$ cat config.mk
export PLATFORM = sky130hd
export DESIGN_NAME = noc_node_receiver_flat
export DESIGN_NICKNAME = d
export VERILOG_FILES = /design/src/rtl/noc_node_receiver_if.sv /design/src/rtl/noc_node_receiver.sv /design/src/flat_wrapper.sv
export SDC_FILE = /design/constraint.sdc
export NUM_CORES = 1
export LEC_CHECK = 0
export CAP_MARGIN = 20
export CELL_PAD_IN_SITES_DETAIL_PLACEMENT = 0
export CELL_PAD_IN_SITES_GLOBAL_PLACEMENT = 2
export CORE_MARGIN = 2
export CORE_UTILIZATION = 47
export DETAILED_ROUTE_END_ITERATION = 12
export GPL_TIMING_DRIVEN = 0
export PLACE_DENSITY = 0.81
export SYNTH_ARGS = -nofsm -noshare
export SYNTH_HDL_FRONTEND = slang
export SYNTH_SLANG_ARGS = --single-unit
$ cat constraint.sdc
create_clock -name clk -period 11.6 [get_ports clk]
set_input_delay 1.16 -clock clk [delete_from_list [all_inputs] [get_ports clk]]
set_output_delay 1.16 -clock clk [all_outputs]
set_load 0.02 [all_outputs]
$ cat src/rtl/noc_node_receiver_if.sv
// Handshake bundle between the router local output, the ejection endpoint and the host.
// The slave modport is the receiver's view; master is the environment driving flits and draining words.
interface noc_node_receiver_if #(
   parameter int DATA_W = 32
);
   logic              from_valid;
   logic              from_head;
   logic              from_tail;
   logic [DATA_W-1:0] from_data;
   logic              from_ready;
   logic              pkt_valid;
   logic              pkt_ready;
   logic [DATA_W-1:0] pkt_data;
   logic [1:0]        pkt_src_x;
   logic [1:0]        pkt_src_y;
   logic              pkt_last;

   modport master (
      output from_valid, from_head, from_tail, from_data, pkt_ready,
      input  from_ready, pkt_valid, pkt_data, pkt_src_x, pkt_src_y, pkt_last
   );

   modport slave (
      input  from_valid, from_head, from_tail, from_data, pkt_ready,
      output from_ready, pkt_valid, pkt_data, pkt_src_x, pkt_src_y, pkt_last
   );
endinterface

$ cat src/rtl/noc_node_receiver.sv
// Mesh node ejection endpoint: dest/len checks, store-and-forward FIFO, optional NOC_RX_STATS_EN counters.
// pkt_valid rises 1 cycle after the tail is accepted; from_ready drops when speculative occupancy hits FIFO_DEPTH.
module noc_node_receiver #(
   parameter int DATA_W     = 32,
   parameter int X_ADDR     = 0,
   parameter int Y_ADDR     = 0,
   parameter int FIFO_DEPTH = 8
) (
   input  logic                 clk,
   input  logic                 rst,
   noc_node_receiver_if.slave   io,
   output logic                 err_misroute,
   output logic                 err_len,
   output logic                 err_proto,
   output logic [15:0]          pkt_count,
   output logic [15:0]          drop_count
);
   localparam int AW = $clog2(FIFO_DEPTH);
   localparam int PW = AW + 1;
   localparam logic [PW-1:0] DEPTH_P = PW'(FIFO_DEPTH);
   localparam logic [1:0]    MY_X    = 2'(X_ADDR);
   localparam logic [1:0]    MY_Y    = 2'(Y_ADDR);

   typedef enum logic [1:0] {IDLE, PAYLOAD, DROP} state_t;

   state_t          state, state_n;
   logic [3:0]      cnt, cnt_n;
   logic [1:0]      src_x, src_y, src_x_n, src_y_n;
   logic [PW-1:0]   wr_ptr, cm_ptr, rd_ptr, occ;
   logic            wr_en, commit, abort;
   logic            mis_n, len_n, proto_n;

   logic [DATA_W-1:0] mem_data [FIFO_DEPTH];
   logic              mem_last [FIFO_DEPTH];
   logic [3:0]        mem_src  [FIFO_DEPTH];

   logic [1:0] hdr_dst_x, hdr_dst_y, hdr_src_x, hdr_src_y;
   logic [3:0] hdr_len;
   logic       space;

   assign hdr_dst_x = io.from_data[31:30];
   assign hdr_dst_y = io.from_data[29:28];
   assign hdr_src_x = io.from_data[27:26];
   assign hdr_src_y = io.from_data[25:24];
   assign hdr_len   = io.from_data[23:20];
   assign occ       = wr_ptr - rd_ptr;
   assign space     = occ < DEPTH_P;

   always_comb begin
      state_n       = state;
      cnt_n         = cnt;
      src_x_n       = src_x;
      src_y_n       = src_y;
      wr_en         = 1'b0;
      commit        = 1'b0;
      abort         = 1'b0;
      mis_n         = 1'b0;
      len_n         = 1'b0;
      proto_n       = 1'b0;
      io.from_ready = 1'b0;
      if (!rst) begin
         case (state)
            IDLE: begin
               io.from_ready = 1'b1;
               if (io.from_valid) begin
                  if (!io.from_head || io.from_tail) begin
                     proto_n = 1'b1;
                  end else if (hdr_len == 4'd0) begin
                     len_n = 1'b1;
                  end else if (int'(hdr_len) > FIFO_DEPTH) begin
                     len_n   = 1'b1;
                     cnt_n   = hdr_len;
                     state_n = DROP;
                  end else if (hdr_dst_x != MY_X || hdr_dst_y != MY_Y) begin
                     mis_n   = 1'b1;
                     cnt_n   = hdr_len;
                     state_n = DROP;
                  end else begin
                     src_x_n = hdr_src_x;
                     src_y_n = hdr_src_y;
                     cnt_n   = hdr_len;
                     state_n = PAYLOAD;
                  end
               end
            end
            PAYLOAD: begin
               // A header mid-packet is left on the bus and replayed from IDLE.
               if (io.from_valid && io.from_head) begin
                  abort   = 1'b1;
                  proto_n = 1'b1;
                  state_n = IDLE;
               end else begin
                  io.from_ready = space;
                  if (io.from_valid && space) begin
                     if (io.from_tail != (cnt == 4'd1)) begin
                        abort   = 1'b1;
                        proto_n = 1'b1;
                        state_n = IDLE;
                     end else begin
                        wr_en = 1'b1;
                        cnt_n = cnt - 4'd1;
                        if (cnt == 4'd1) begin
                           commit  = 1'b1;
                           state_n = IDLE;
                        end
                     end
                  end
               end
            end
            DROP: begin
               if (io.from_valid && io.from_head) begin
                  proto_n = 1'b1;
                  state_n = IDLE;
               end else begin
                  io.from_ready = 1'b1;
                  if (io.from_valid) begin
                     cnt_n = cnt - 4'd1;
                     if (cnt <= 4'd1) state_n = IDLE;
                  end
               end
            end
            default: state_n = IDLE;
         endcase
      end
   end

   always_ff @(posedge clk) begin
      if (rst) begin
         state        <= IDLE;
         cnt          <= 4'd0;
         src_x        <= 2'd0;
         src_y        <= 2'd0;
         wr_ptr       <= '0;
         cm_ptr       <= '0;
         rd_ptr       <= '0;
         err_misroute <= 1'b0;
         err_len      <= 1'b0;
         err_proto    <= 1'b0;
      end else begin
         state        <= state_n;
         cnt          <= cnt_n;
         src_x        <= src_x_n;
         src_y        <= src_y_n;
         err_misroute <= mis_n;
         err_len      <= len_n;
         err_proto    <= proto_n;
         if (abort)      wr_ptr <= cm_ptr;
         else if (wr_en) wr_ptr <= wr_ptr + 1'b1;
         if (commit)     cm_ptr <= wr_ptr + 1'b1;
         if (io.pkt_valid && io.pkt_ready) rd_ptr <= rd_ptr + 1'b1;
      end
   end

   always_ff @(posedge clk) begin
      if (wr_en) begin
         mem_data[wr_ptr[AW-1:0]] <= io.from_data;
         mem_last[wr_ptr[AW-1:0]] <= (cnt == 4'd1);
         mem_src[wr_ptr[AW-1:0]]  <= {src_x, src_y};
      end
   end

   // Outputs are gated so the unreset storage never leaks X to the host.
   assign io.pkt_valid = (rd_ptr != cm_ptr);
   assign io.pkt_data  = io.pkt_valid ? mem_data[rd_ptr[AW-1:0]] : '0;
   assign io.pkt_last  = io.pkt_valid ? mem_last[rd_ptr[AW-1:0]] : 1'b0;
   assign io.pkt_src_x = io.pkt_valid ? mem_src[rd_ptr[AW-1:0]][3:2] : 2'd0;
   assign io.pkt_src_y = io.pkt_valid ? mem_src[rd_ptr[AW-1:0]][1:0] : 2'd0;

`ifdef NOC_RX_STATS_EN
   logic [15:0] pkt_cnt_q, drop_cnt_q;

   always_ff @(posedge clk) begin
      if (rst) begin
         pkt_cnt_q  <= 16'd0;
         drop_cnt_q <= 16'd0;
      end else begin
         if (commit && pkt_cnt_q != 16'hFFFF) pkt_cnt_q <= pkt_cnt_q + 16'd1;
         if ((mis_n || len_n || abort) && drop_cnt_q != 16'hFFFF) drop_cnt_q <= drop_cnt_q + 16'd1;
      end
   end

   assign pkt_count  = pkt_cnt_q;
   assign drop_count = drop_cnt_q;
`else
   assign pkt_count  = 16'd0;
   assign drop_count = 16'd0;
`endif
endmodule

$ cat src/flat_wrapper.sv
// flat-port wrapper written by rule: the top's interface ports become plain ports
module noc_node_receiver_flat 
#(
   parameter int DATA_W     = 32,
   parameter int X_ADDR     = 0,
   parameter int Y_ADDR     = 0,
   parameter int FIFO_DEPTH = 8
)
  (clk, rst, err_misroute, err_len, err_proto, pkt_count, drop_count, io_from_valid, io_from_head, io_from_tail, io_from_data, io_pkt_ready, io_from_ready, io_pkt_valid, io_pkt_data, io_pkt_src_x, io_pkt_src_y, io_pkt_last);
  noc_node_receiver_if #(.DATA_W(DATA_W)) io_i ();
  input  logic clk;
  input  logic rst;
  output logic err_misroute;
  output logic err_len;
  output logic err_proto;
  output logic [15:0] pkt_count;
  output logic [15:0] drop_count;
  input wire logic [$bits(io_i.from_valid)-1:0] io_from_valid;
  input wire logic [$bits(io_i.from_head)-1:0] io_from_head;
  input wire logic [$bits(io_i.from_tail)-1:0] io_from_tail;
  input wire logic [$bits(io_i.from_data)-1:0] io_from_data;
  input wire logic [$bits(io_i.pkt_ready)-1:0] io_pkt_ready;
  output wire logic [$bits(io_i.from_ready)-1:0] io_from_ready;
  output wire logic [$bits(io_i.pkt_valid)-1:0] io_pkt_valid;
  output wire logic [$bits(io_i.pkt_data)-1:0] io_pkt_data;
  output wire logic [$bits(io_i.pkt_src_x)-1:0] io_pkt_src_x;
  output wire logic [$bits(io_i.pkt_src_y)-1:0] io_pkt_src_y;
  output wire logic [$bits(io_i.pkt_last)-1:0] io_pkt_last;
  assign io_i.from_valid = io_from_valid;
  assign io_i.from_head = io_from_head;
  assign io_i.from_tail = io_from_tail;
  assign io_i.from_data = io_from_data;
  assign io_i.pkt_ready = io_pkt_ready;
  assign io_from_ready = io_i.from_ready;
  assign io_pkt_valid = io_i.pkt_valid;
  assign io_pkt_data = io_i.pkt_data;
  assign io_pkt_src_x = io_i.pkt_src_x;
  assign io_pkt_src_y = io_i.pkt_src_y;
  assign io_pkt_last = io_i.pkt_last;
  noc_node_receiver #(.DATA_W(DATA_W), .X_ADDR(X_ADDR), .Y_ADDR(Y_ADDR), .FIFO_DEPTH(FIFO_DEPTH)) u_core (.clk(clk), .rst(rst), .io(io_i), .err_misroute(err_misroute), .err_len(err_len), .err_proto(err_proto), .pkt_count(pkt_count), .drop_count(drop_count));
endmodule
==> impl_summary.log, run 1 <==
INFO  metric final_critical_path_setup_slack = a little under 7 ns
INFO  metric clock_tree.buffer_depth = 3
INFO  metric die_width = ~170 um
INFO  metric cts_tree = built
INFO  metric fillerInstances = 2128
INFO  metric post_route_setup_tns = 0 ns
INFO  metric dieArea = around 29000 um2
INFO  metric netlist-cell-type-count = 47
INFO  metric antenna_violations_before_repair = 1
INFO  metric synth_seq_cells = 324
INFO  metric slowest_delay = about 0.7 ns
INFO  metric synth_flop_cell = sky130_fd_sc_hd__edfxtp_1
INFO  metric layout_min_cycle_time = a little under 5 ns
INFO  metric drtPass1Iterations = 5
INFO  metric post_drt_via_cell_ratio = roughly 5.3
INFO  metric worstPathCellList = xor2_1 > nor4_1 > clkbuf_1 > clkbuf_1 > nor2_1 > clkdlybuf4s50_1
INFO  metric placed_cells_incl_taps = between 1k and 1.5k
INFO  metric maximum_number_of_pins_on_one_net_before_global_route_repair = 24
INFO  metric power.density_cell_area = 153.9 nW/um2
INFO  metric synth_sequential_area_ratio = around 72%
INFO  metric post_drt_wl_per_cell = roughly 21 um
INFO  metric footprint_of_the_multi_input_gates = between 3000 and 4000 um2
INFO  metric setup.worst_path.start = u_core.rd_ptr[3]
INFO  metric gpl.final_weighted_congestion = ~0.80
INFO  metric ctsResizeCount = 0
INFO  metric floorplan.initialDensity = 47.41%
INFO  metric cp.required = approximately 10 ns
INFO  metric crit_path_end_kind = output port
INFO  metric layout.cells.non_filler = approximately 1.3k
INFO  metric first_global_vias = approximately 7k
INFO  metric cts-buffers-inserted = 35
INFO  metric final.setup_skew = approximately 0.021 ns
INFO  metric asyncSetResetFlopFracSynth = 0%
INFO  metric core_region_area = around 28000 um2
INFO  metric leakagePower = about 5.1 nW
INFO  metric timing_worst_slew_pin_value = around 1.0 ns
INFO  metric synth_largest_type_area_fraction = around two thirds
INFO  metric rsz0062_at_grt = no
INFO  metric ctsRootBufferMaster = sky130_fd_sc_hd__clkbuf_16
INFO  metric regToRegSetupSlack = just under 8 ns
INFO  metric start_kind = flop
INFO  metric post-cts-setup-buffers = 0
INFO  metric cts-hold-fix-buffers = 0
INFO  metric status = complete, no violations
INFO  metric clk-insertion-delay-late = 0.52 ns
INFO  metric maxSlewHeadroom = approximately 29%
INFO  metric depth_of_the_worst_register_to_register_path = 10
INFO  metric ir_drop = roughly 77 uV
INFO  metric cp_common_cell = sky130_fd_sc_hd__clkbuf_1
INFO  metric critPathArrivalTime = between 3 and 4 ns
INFO  metric global_route_wire_length_before_repair = approximately 41000 um
INFO  metric synth_enable_flop_cells = just under 300
INFO  metric maxClockFrequency = ~0.21 GHz
INFO  metric detailroute.via_count = slightly below 7k
INFO  metric cts.sinks = between 300 and 400
INFO  metric post-route-drc-count = 0
INFO  metric drv.max_cap_violation_count = 0
INFO  metric final-seq-area = roughly 9400 um2
INFO  metric routed_wirelength = 26990 um
INFO  metric synth.largest_area_cell = sky130_fd_sc_hd__edfxtp_1
INFO  metric buffer_ports.inserted = 77
INFO  metric dr.first_iter.drc_count = 578
INFO  metric nNetsFinal = 934
INFO  metric boundaryPins = 112
INFO  metric synthTopCellsByCount = sky130_fd_sc_hd__edfxtp_1 (296), sky130_fd_sc_hd__mux4_2 (74), sky130_fd_sc_hd__nor2_1 (69)
INFO  metric capturing_point_of_the_worst_reg2reg_path = u_core.mem_data[4][16]
INFO  metric detailedPlace.worstSlack = a little over 7 ns
INFO  metric synth.cell_area = 13100 um2
INFO  metric standard_cell_row_count = 61
INFO  metric cts_max_level = 2
INFO  metric overflow = 0
INFO  metric holdCritPathClass = reg -> reg
INFO  metric critPathSlowestCell = sky130_fd_sc_hd__nor4_1
INFO  metric post_route_cells_drive_above_1_share = approximately a quarter
INFO  metric yosysMostFrequentCell = sky130_fd_sc_hd__edfxtp_1
INFO  metric cts.reportedPaths.clkPinSlew = 0.06 ns
INFO  metric cp_max_fanout = 10
INFO  metric slew_viol_final = 0
INFO  metric layout_worst_path_cycle_share = roughly two fifths
INFO  metric drt.antenna.violating_nets = 0
INFO  metric startpoint_of_the_worst_slack_reg_to_reg_timing_path = u_core.cnt[1]
INFO  metric timing_hold_violations_final = 0
INFO  metric post_synth_inst_count = a little over 700
INFO  metric area.growth.synth_to_final = 22.23%
INFO  metric setup.worst_path.end = io_pkt_data[6]
INFO  metric detailedPlacementHpwl = 17950 um
INFO  metric globalRouteTotalUtil = 18.91%
INFO  metric final-setup-viol-count = 0
INFO  metric die_y = approximately 170 um
INFO  metric timing.setup.critical_path_class = reg -> out
INFO  metric syn_area_per_cell = between 15 and 20 um2
INFO  metric synth.top_cells.by_area = sky130_fd_sc_hd__edfxtp_1 (68%), sky130_fd_sc_hd__mux4_2 (13%), sky130_fd_sc_hd__dfxtp_1 (4.3%)
INFO  metric yosys_warnings = 0
## flip-flops by register name, summed over array words and instances (netlist names), 2 cells and up, named ones only
register and cells:
u_core.cnt 4, u_core.mem_src 32, u_core.mem_last 8, u_core.mem_data 256
u_core.src_x 2, u_core.state 2, u_core.wr_ptr 4, u_core.src_y 2
u_core.cm_ptr 4, u_core.rd_ptr 4
## routing by layer
metal	track usage, %	up-vias	wire [um]
met2	30.75	196	13070
li1	-	3080	-
met4	4.643	0	524
met3	4.233	46	1605
met1	26.22	3511	11790
met5	0	-	0
## worst min-delay path by stage
| stage | startpoint | cells past startpoint | end |
|---|---|---|---|
| after floorplan | u_core.cnt[1] | 2 | u_core.cnt[1] |
| after global placement | u_core.cnt[1] | 2 | u_core.cnt[1] |
| after detailed placement | u_core.cnt[1] | 2 | u_core.cnt[1] |
| after CTS | u_core.cnt[1] | 2 | u_core.cnt[1] |
| after global routing | u_core.cnt[1] | 2 | u_core.cnt[1] |
| final | u_core.cnt[1] | 2 | u_core.cnt[1] |
## cells in the final DEF, fill, tap and decap left out, drive strengths merged, types with 2 or more instances in the layout
cell and n:
edfxtp 296, buf 78, clkdlybuf4s50 77, mux4 74, nor2 69, clkbuf 63
mux2i 45, conb 32, dfxtp 28, inv 16, nand2 14, ha 12
clkinv 11, a21oi 9, xnor2 9, o21ai 9, nor3 9, xor2 7
a211oi 4, a31oi 4, bufinv 4, or3 4, nor4 4, nand4 3
nand3 3, nor2b 3, nor3b 2, nand2b 2, o32ai 2, a211o 2
## kinds of logic (layout without fill, tap and decap cells)
kind of cell | Yosys count | after routing | share of synthesized area (%)
other | 1 | 33 | 0.02863
AOI/OAI and AO/OA | 38 | 38 | 1.977
adders and majority gates | 12 | 12 | 1.146
buffers and inverters | 80 | 250 | 3.391
and+or+nand+nor | 117 | 117 | 4.040
DFF | 324 | 324 | 72.13
xor gates and xnor gates | 16 | 16 | 1.127
muxes | 119 | 119 | 16.16
## critical path: cells and delay by family, from the launching register on
family                 cells  cell delay [ns]
XOR/XNOR                   1             0.11
buffers and inverters      3             1.72
flip-flops                 1             0.47
AND/OR/NAND/NOR            2             0.85
## through the flow
step / instance area, um2 / total power, W / hold WS (ns) / util, %
2_1_floorplan: 13220 / 0.001346 / 0.4450 / -
3_3_place_gp: 14460 / 0.001376 / 0.4607 / 52.34
3_5_place_dp: 14850 / 0.001380 / 0.4749 / 53.76
4_1_cts: 16010 / 0.002483 / 0.4829 / 57.94
5_1_grt: 16010 / 0.002538 / 0.5133 / 57.94
6_report: 16010 / 0.002465 / 0.4896 / 57.95
## area by class of cell
cell class,instances,share of cell area [%]
Clock buffer,44,6.001
Clock inverter,17,1.219
Inverter,15,0.3516
Multi-Input combinational cell,334,21.05
Buffer,65,2.422
Tap cell,378,2.954
Timing Repair Buffer,109,6.970
Antenna cell,1,0.01563
Sequential cell,324,59.01
## report_power, final
group | internal [W] | leakage (nW) | switching, W
sequential | 0.00127 | 2.84 | 0.00000336
combinational | 0.0000328 | 1.71 | 0.0000458
clock | 0.000676 | 0.564 | 0.000432
total | 0.00198 | 5.11 | 0.000481
No activity file was read; power rests on OpenSTA's default activity.
==> run 2, diff against run 1 <==
--- a/config.mk
+++ b/config.mk
@@ -9,10 +9,10 @@
 export CELL_PAD_IN_SITES_DETAIL_PLACEMENT = 0
 export CELL_PAD_IN_SITES_GLOBAL_PLACEMENT = 2
 export CORE_MARGIN = 2
-export CORE_UTILIZATION = 47
+export CORE_UTILIZATION = 44
 export DETAILED_ROUTE_END_ITERATION = 12
 export GPL_TIMING_DRIVEN = 0
-export PLACE_DENSITY = 0.81
+export PLACE_DENSITY = 0.77
 export SYNTH_ARGS = -nofsm -noshare
 export SYNTH_HDL_FRONTEND = slang
 export SYNTH_SLANG_ARGS = --single-unit
==> constraint.sdc (replaced) <==
create_clock -name clk -period 4.6 [get_ports clk]
set_input_delay 0.46 -clock clk [delete_from_list [all_inputs] [get_ports clk]]
set_output_delay 0.46 -clock clk [all_outputs]
set_load 0.02 [all_outputs]
==> run 2 against run 1 <==
Non-clock buffer count fell by 5. Sequential share of layout area about the same. Die area up 6.7%. Global-route usage fell by 0.39 points.
==> impl_summary.log, run 2 (synthesized netlist as in run 1, its figures left out) <==
INFO  metric core_region_area = 29480 um2
INFO  metric layout.cells.non_filler = 1293
INFO  metric post-route-cell-area = approximately 16000 um2
INFO  metric final.setup_skew = about 0.017 ns
INFO  metric buffer_ports.inserted = 77
INFO  metric drv.max_cap_violation_count = 0
INFO  metric power.density_cell_area = 377.2 nW/um2
INFO  metric critPathArrivalTime = 3.54 ns
INFO  metric largest_register_ff_count = 256
INFO  metric drt.antenna.violating_nets = 0
INFO  metric cts_max_level = 2
INFO  metric dr.first_iter.drc_count = slightly above 600
INFO  metric worstPathCellList = xor2_1 > nor4_1 > clkbuf_1 > clkbuf_1 > nor2_1 > clkdlybuf4s50_1
INFO  metric detailedPlacementHpwl = about 18000 um
INFO  metric detailedPlace.worstSlack = 0.4173 ns
INFO  metric depth_of_the_worst_register_to_register_path = 9
INFO  metric ctsResizeCount = 0
INFO  metric placed_cells_incl_taps = 1230
INFO  metric timing_hold_violations_final = 0
INFO  metric floorplan.initialDensity = 44.44%
INFO  metric antenna_violations_before_repair = 1
INFO  metric die_width = 176.6 um
INFO  metric timing.setup.critical_path_class = reg -> out
INFO  metric ctsRootBufferMaster = sky130_fd_sc_hd__clkbuf_16
INFO  metric post_drt_wl_per_cell = approximately 22 um
INFO  metric post_drt_via_cell_ratio = roughly 5.3
INFO  metric layout_min_cycle_time = 4.000 ns
INFO  metric maximum_number_of_pins_on_one_net_before_global_route_repair = 25
INFO  metric standard_cell_row_count = 63
INFO  metric die_y = approximately 180 um
INFO  metric power_frac_clock = a little over two fifths
INFO  metric pwr-share-comb = 3.3%
INFO  metric maxClockFrequency = between 0.2 and 0.25 GHz
INFO  metric first_global_vias = 7210
INFO  metric antenna_cell_count = 0
INFO  metric cts-hold-fix-buffers = 0
INFO  metric globalRouteTotalUtil = a little under a fifth
INFO  metric cts.reportedPaths.clkPinSlew = 0.06 ns
INFO  metric cts-buffers-inserted = 35
INFO  metric slowest_delay = ~0.62 ns
INFO  metric rsz0062_at_grt = no
INFO  metric ir_drop = around 210 uV
INFO  metric power.switching_fraction = between 10% and 20%
INFO  metric final-setup-viol-count = 0
INFO  metric status = complete, no violations
INFO  metric cts.sinks = between 300 and 400
INFO  metric final_critical_path_setup_slack = 0.5998 ns
INFO  metric crit_path_end_kind = output port
INFO  metric routed_wirelength = 28060 um
INFO  metric detailroute.via_count = just under 7k
INFO  metric timing_worst_slew_pin_value = roughly 1 ns
INFO  metric holdCritPathClass = in -> reg
INFO  metric cp_common_cell = sky130_fd_sc_hd__clkbuf_1
INFO  metric drtPass1Iterations = 5
INFO  metric fin_worst_hold_slack = between 0.2 and 0.25 ns
INFO  metric post-cts-setup-buffers = 0
INFO  metric clk-insertion-delay-late = ~0.5 ns
INFO  metric netSwitchingPower = 0.001181 W
INFO  metric seqPwrFrac = around 53%
INFO  metric global_route_wire_length_before_repair = ~43000 um
INFO  metric post-route-drc-count = 0
INFO  metric dieArea = 31170 um2
INFO  metric slew_viol_final = 0
INFO  metric post_route_cells_drive_above_1_share = between 20% and 30%
INFO  metric hold_path_depth = 2
INFO  metric layout_common_cells = sky130_fd_sc_hd__edfxtp_1 (296), sky130_fd_sc_hd__clkdlybuf4s50_1 (77), sky130_fd_sc_hd__mux4_2 (74)
INFO  metric final_common_cell = sky130_fd_sc_hd__edfxtp_1
INFO  metric area.growth.synth_to_final = 22.16%
INFO  metric cp.required = approximately 4.1 ns
INFO  metric layout_worst_path_cycle_share = 86.96%
INFO  metric gpl.final_weighted_congestion = 0.7512
INFO  metric nNetsFinal = 929
INFO  metric maxSlewHeadroom = between 30% and 40%
INFO  metric cell_internal_pwr = between 0.004 and 0.005 W
INFO  metric cts_tree = built
INFO  metric cp_max_fanout = 10
INFO  metric leakagePower = 5.059 nW
INFO  metric placed_cell_area = around 15000 um2
INFO  metric clock_tree.buffer_depth = 3
INFO  metric start_kind = flop
INFO  metric critPathSlowestCell = sky130_fd_sc_hd__clkbuf_1
INFO  metric overflow = 0
INFO  metric boundaryPins = 112
[run 2: changes by cell type in the layout (fill, tap and decap cells not counted), moves of 2 or more]
cell	before	now
sky130_fd_sc_hd__nor4_2	2	0
sky130_fd_sc_hd__buf_4	45	34
sky130_fd_sc_hd__bufinv_16	4	2
sky130_fd_sc_hd__buf_8	3	7
sky130_fd_sc_hd__buf_16	1	3
sky130_fd_sc_hd__clkbuf_1	23	26
sky130_fd_sc_hd__nor4_4	0	2
[run 2: power groups by stage]
stage	Clock [W]	Sequential [W]	Combinational, W
3_3_place_gp	0	0.00328	0.000187
3_5_place_dp	0	0.00328	0.000195
2_1_floorplan	0	0.00328	0.000111
6_report	0.00261	0.00322	0.000199
5_1_grt	0.00279	0.00322	0.000219
4_1_cts	0.00266	0.00322	0.000196
[run 2: per-stage QoR]
stage	TNS (ns)	power [W]	utilization, %
after global placement	-770.84	0.003471	49.16
after floorplan	-54.71	0.003395	-
final	0	0.006036	54.28
after detailed placement	0	0.003480	50.60
after CTS	0	0.006080	54.23
after global routing	0	0.006227	54.28
[run 2: final timing paths]
kind / from / to / slack (ns)
worst max-delay path: u_core.rd_ptr[3] / io_pkt_data[16] / 0.60
worst min-delay path: rst / u_core.err_len / 0.21
worst max register to register: u_core.cnt[0] / u_core.mem_data[2][2] / 0.87
worst min register to register: u_core.cnt[1] / u_core.cnt[1] / 0.48
[run 2: area by class of cell]
type / count / area, um2
fill: 2309 / 13480
sequential: 324 / 9449
multi-input combinational: 334 / 3395
timing repair buffer: 104 / 1157
clock buffer: 46 / 947.2
tap: 390 / 488.0
buffer: 65 / 387.9
clock inverter: 15 / 122.6
inverter: 15 / 56.30
[run 2: critical path: cells and delay by family, from the launching register on]
family | cells | cell delay [ns]
buffers and inverters | 3 | 1.78
and+or+nand+nor | 2 | 0.69
xor gates and xnor gates | 1 | 0.11
DFF | 1 | 0.46
[run 2: per-layer routing]
layer / routed length, um / track usage [%] / share of wire (%)
met1: 12050 / 25.20 / 43
met2: 14080 / 31.33 / 50
met3: 1441 / 3.295 / 5.1
met4: 463 / 4.167 / 1.7
met5: 13 / 0 / 0.046
==> run 3, diff against run 2 <==
--- a/config.mk
+++ b/config.mk
@@ -9,10 +9,13 @@
 export CELL_PAD_IN_SITES_DETAIL_PLACEMENT = 0
 export CELL_PAD_IN_SITES_GLOBAL_PLACEMENT = 2
 export CORE_MARGIN = 2
-export CORE_UTILIZATION = 44
+export CORE_UTILIZATION = 45
+export CTS_BUF_LIST = sky130_fd_sc_hd__clkbuf_4 sky130_fd_sc_hd__clkbuf_8
 export DETAILED_ROUTE_END_ITERATION = 12
 export GPL_TIMING_DRIVEN = 0
-export PLACE_DENSITY = 0.77
+export MAX_ROUTING_LAYER = met4
+export PLACE_DENSITY = 0.78
+export SLEW_MARGIN = 25
 export SYNTH_ARGS = -nofsm -noshare
 export SYNTH_HDL_FRONTEND = slang
 export SYNTH_SLANG_ARGS = --single-unit
==> run 3 against run 2 <==
Total power shrank 2.0%. Sequential share of layout area about the same. Sequential power barely moved.
==> impl_summary.log, run 3 (synthesized netlist as in run 1, its figures left out) <==
INFO  metric status = complete, no violations
INFO  metric post_drt_wl_per_cell = between 20 and 25 um
INFO  metric post-cts-setup-buffers = 0
INFO  metric global_route_wire_length_before_repair = between 40000 and 50000 um
INFO  metric maxSlewHeadroom = 35.25%
INFO  metric overflow = 0
INFO  metric detailedPlace.worstSlack = 0.3743 ns
INFO  metric cp_common_cell = sky130_fd_sc_hd__clkbuf_1
INFO  metric timing.setup.critical_path_class = reg -> out
INFO  metric cts_max_level = 2
INFO  metric antenna_violations_before_repair = 0
INFO  metric fillerInstances = between 2k and 2.5k
INFO  metric buffer_ports.inserted = 77
INFO  metric largest_register_ff_count = between 200 and 300
INFO  metric die_y = 174.6 um
INFO  metric final-setup-viol-count = 0
INFO  metric maxClockFrequency = between 0.2 and 0.25 GHz
INFO  metric first_global_vias = around 7.3k
INFO  metric maximum_number_of_pins_on_one_net_before_global_route_repair = 18
INFO  metric layout_min_cycle_time = just over 4 ns
INFO  metric routed_wirelength = between 20000 and 30000 um
INFO  metric floorplan.initialDensity = a little under half
INFO  metric cts.reportedPaths.clkPinSlew = approximately 0.06 ns
INFO  metric cts_tree = built
INFO  metric fin_util = between 50% and 60%
INFO  metric standard_cell_row_count = 62
INFO  metric finalPower = 0.005916 W
INFO  metric drv.max_cap_violation_count = 0
INFO  metric slew_viol_final = 0
INFO  metric detailroute.via_count = around 6.9k
INFO  metric critPathArrivalTime = 3.62 ns
INFO  metric core_region_area = between 20000 and 30000 um2
INFO  metric cts.sinks = about 320
INFO  metric timing_worst_slew_pin_value = 0.9713 ns
INFO  metric slowest_delay = approximately 0.67 ns
INFO  metric worstPathCellList = xor2_1 > nor4_1 > clkbuf_1 > clkbuf_1 > nor2_1 > clkdlybuf4s50_1
INFO  metric final.setup_skew = 0.02221 ns
INFO  metric holdCritPathClass = in -> reg
INFO  metric layout_worst_path_cycle_share = about nine tenths
INFO  metric globalRouteTotalUtil = between 10% and 20%
INFO  metric placed_cell_area = 14930 um2
INFO  metric regToRegSetupSlack = around 0.88 ns
INFO  metric timing_hold_violations_final = 0
INFO  metric cp.required = slightly above 4 ns
INFO  metric drt.antenna.violating_nets = 0
INFO  metric post-route-drc-count = 0
INFO  metric cp_max_fanout = 10
INFO  metric detailedPlacementHpwl = between 15000 and 20000 um
INFO  metric boundaryPins = between 100 and 150
INFO  metric cts-buffers-inserted = between 50 and 60
INFO  metric cts-hold-fix-buffers = 0
INFO  metric post_drt_via_cell_ratio = 5.213
INFO  metric die_width = 174.6 um
INFO  metric clock_tree.buffer_depth = 3
INFO  metric dr.first_iter.drc_count = between 600 and 700
INFO  metric clk-insertion-delay-late = 0.57 ns
INFO  metric layout_common_cells = sky130_fd_sc_hd__edfxtp_1 (296), sky130_fd_sc_hd__clkdlybuf4s50_1 (77), sky130_fd_sc_hd__mux4_2 (74)
INFO  metric nNetsFinal = 955
INFO  metric gpl.final_weighted_congestion = 0.7829
INFO  metric drtPass1Iterations = 4
INFO  metric post-route-cell-area = between 15000 and 20000 um2
INFO  metric final_common_cell = sky130_fd_sc_hd__edfxtp_1
INFO  metric rsz0062_at_grt = no
INFO  metric dieArea = between 30000 and 40000 um2
INFO  metric post_route_cells_drive_above_1_share = 26.40%
INFO  metric start_kind = flop
INFO  metric ctsResizeCount = 0
INFO  metric ctsRootBufferMaster = sky130_fd_sc_hd__clkbuf_8
INFO  metric final_critical_path_setup_slack = just over 0.5 ns
INFO  metric area.growth.synth_to_final = 22.24%
INFO  metric leakagePower = 5.143 nW
INFO  metric power.density_cell_area = 369.4 nW/um2
INFO  metric crit_path_end_kind = output port
INFO  metric antenna_cell_count = 0
INFO  metric ir_drop = between 200 and 250 uV
INFO  metric critPathSlowestCell = sky130_fd_sc_hd__clkbuf_1
run 3: layer usage:
layer  part of all wire (%)  vias up  wire [um]  global-route usage, %
met3                    5.0       48       1390                  3.503
met2                     52      212      14380                  32.41
met1                     42     3544      11650                  24.61
met5                      0        -          0                      -
li1                       -     3135          -                      -
met4                    1.7        0        472                  4.722
run 3: final timing paths:
path	startpoint	to	cells after the start
setup / recovery	u_core.rd_ptr[3]	io_pkt_src_x[0]	6
hold / removal	rst	u_core.wr_ptr[2]	2
setup reg to reg	u_core.cnt[0]	u_core.mem_data[0][0]	10
hold reg to reg	u_core.cnt[1]	u_core.cnt[1]	2
run 3: stage by stage:
stage                     TNS [ns]  instances  hold slack [ns]
after detailed placement         0       1235           0.4628
final                            0       1331           0.1317
after floorplan             -54.71        738           0.4450
after global routing             0       1331           0.1074
after global placement     -798.21       1199           0.4627
after CTS                        0       1331           0.1049
run 3: final cells by class:
class,instances,area (um2),area share [%]
Inverter,15,56.30,0.3516
Clock buffer,62,803.3,5.016
Clock inverter,34,269.0,1.680
Sequential cell,324,9449,59.01
Tap cell,384,480.5,3.000
Multi-Input combinational cell,334,3407,21.28
Buffer,65,389.1,2.430
Timing Repair Buffer,113,1159,7.235
run 3: report_power, final:
| part | switching [W] | leakage, nW | total (W) | internal, W |
|---|---|---|---|---|
| Combinational | 0.000116 | 1.74 | 0.000199 | 0.0000832 |
| Clock | 0.00110 | 0.562 | 0.00249 | 0.00139 |
| Sequential | 0.00000881 | 2.84 | 0.00322 | 0.00321 |
| Total | 0.00122 | 5.14 | 0.00592 | 0.00469 |
run 3: critical path: cells and delay by family, from the launching register on:
family                 cells  cell delay (ns)
XOR/XNOR                   1             0.10
buffers and inverters      3             1.78
flip-flops                 1             0.45
AND/OR/NAND/NOR            2             0.70
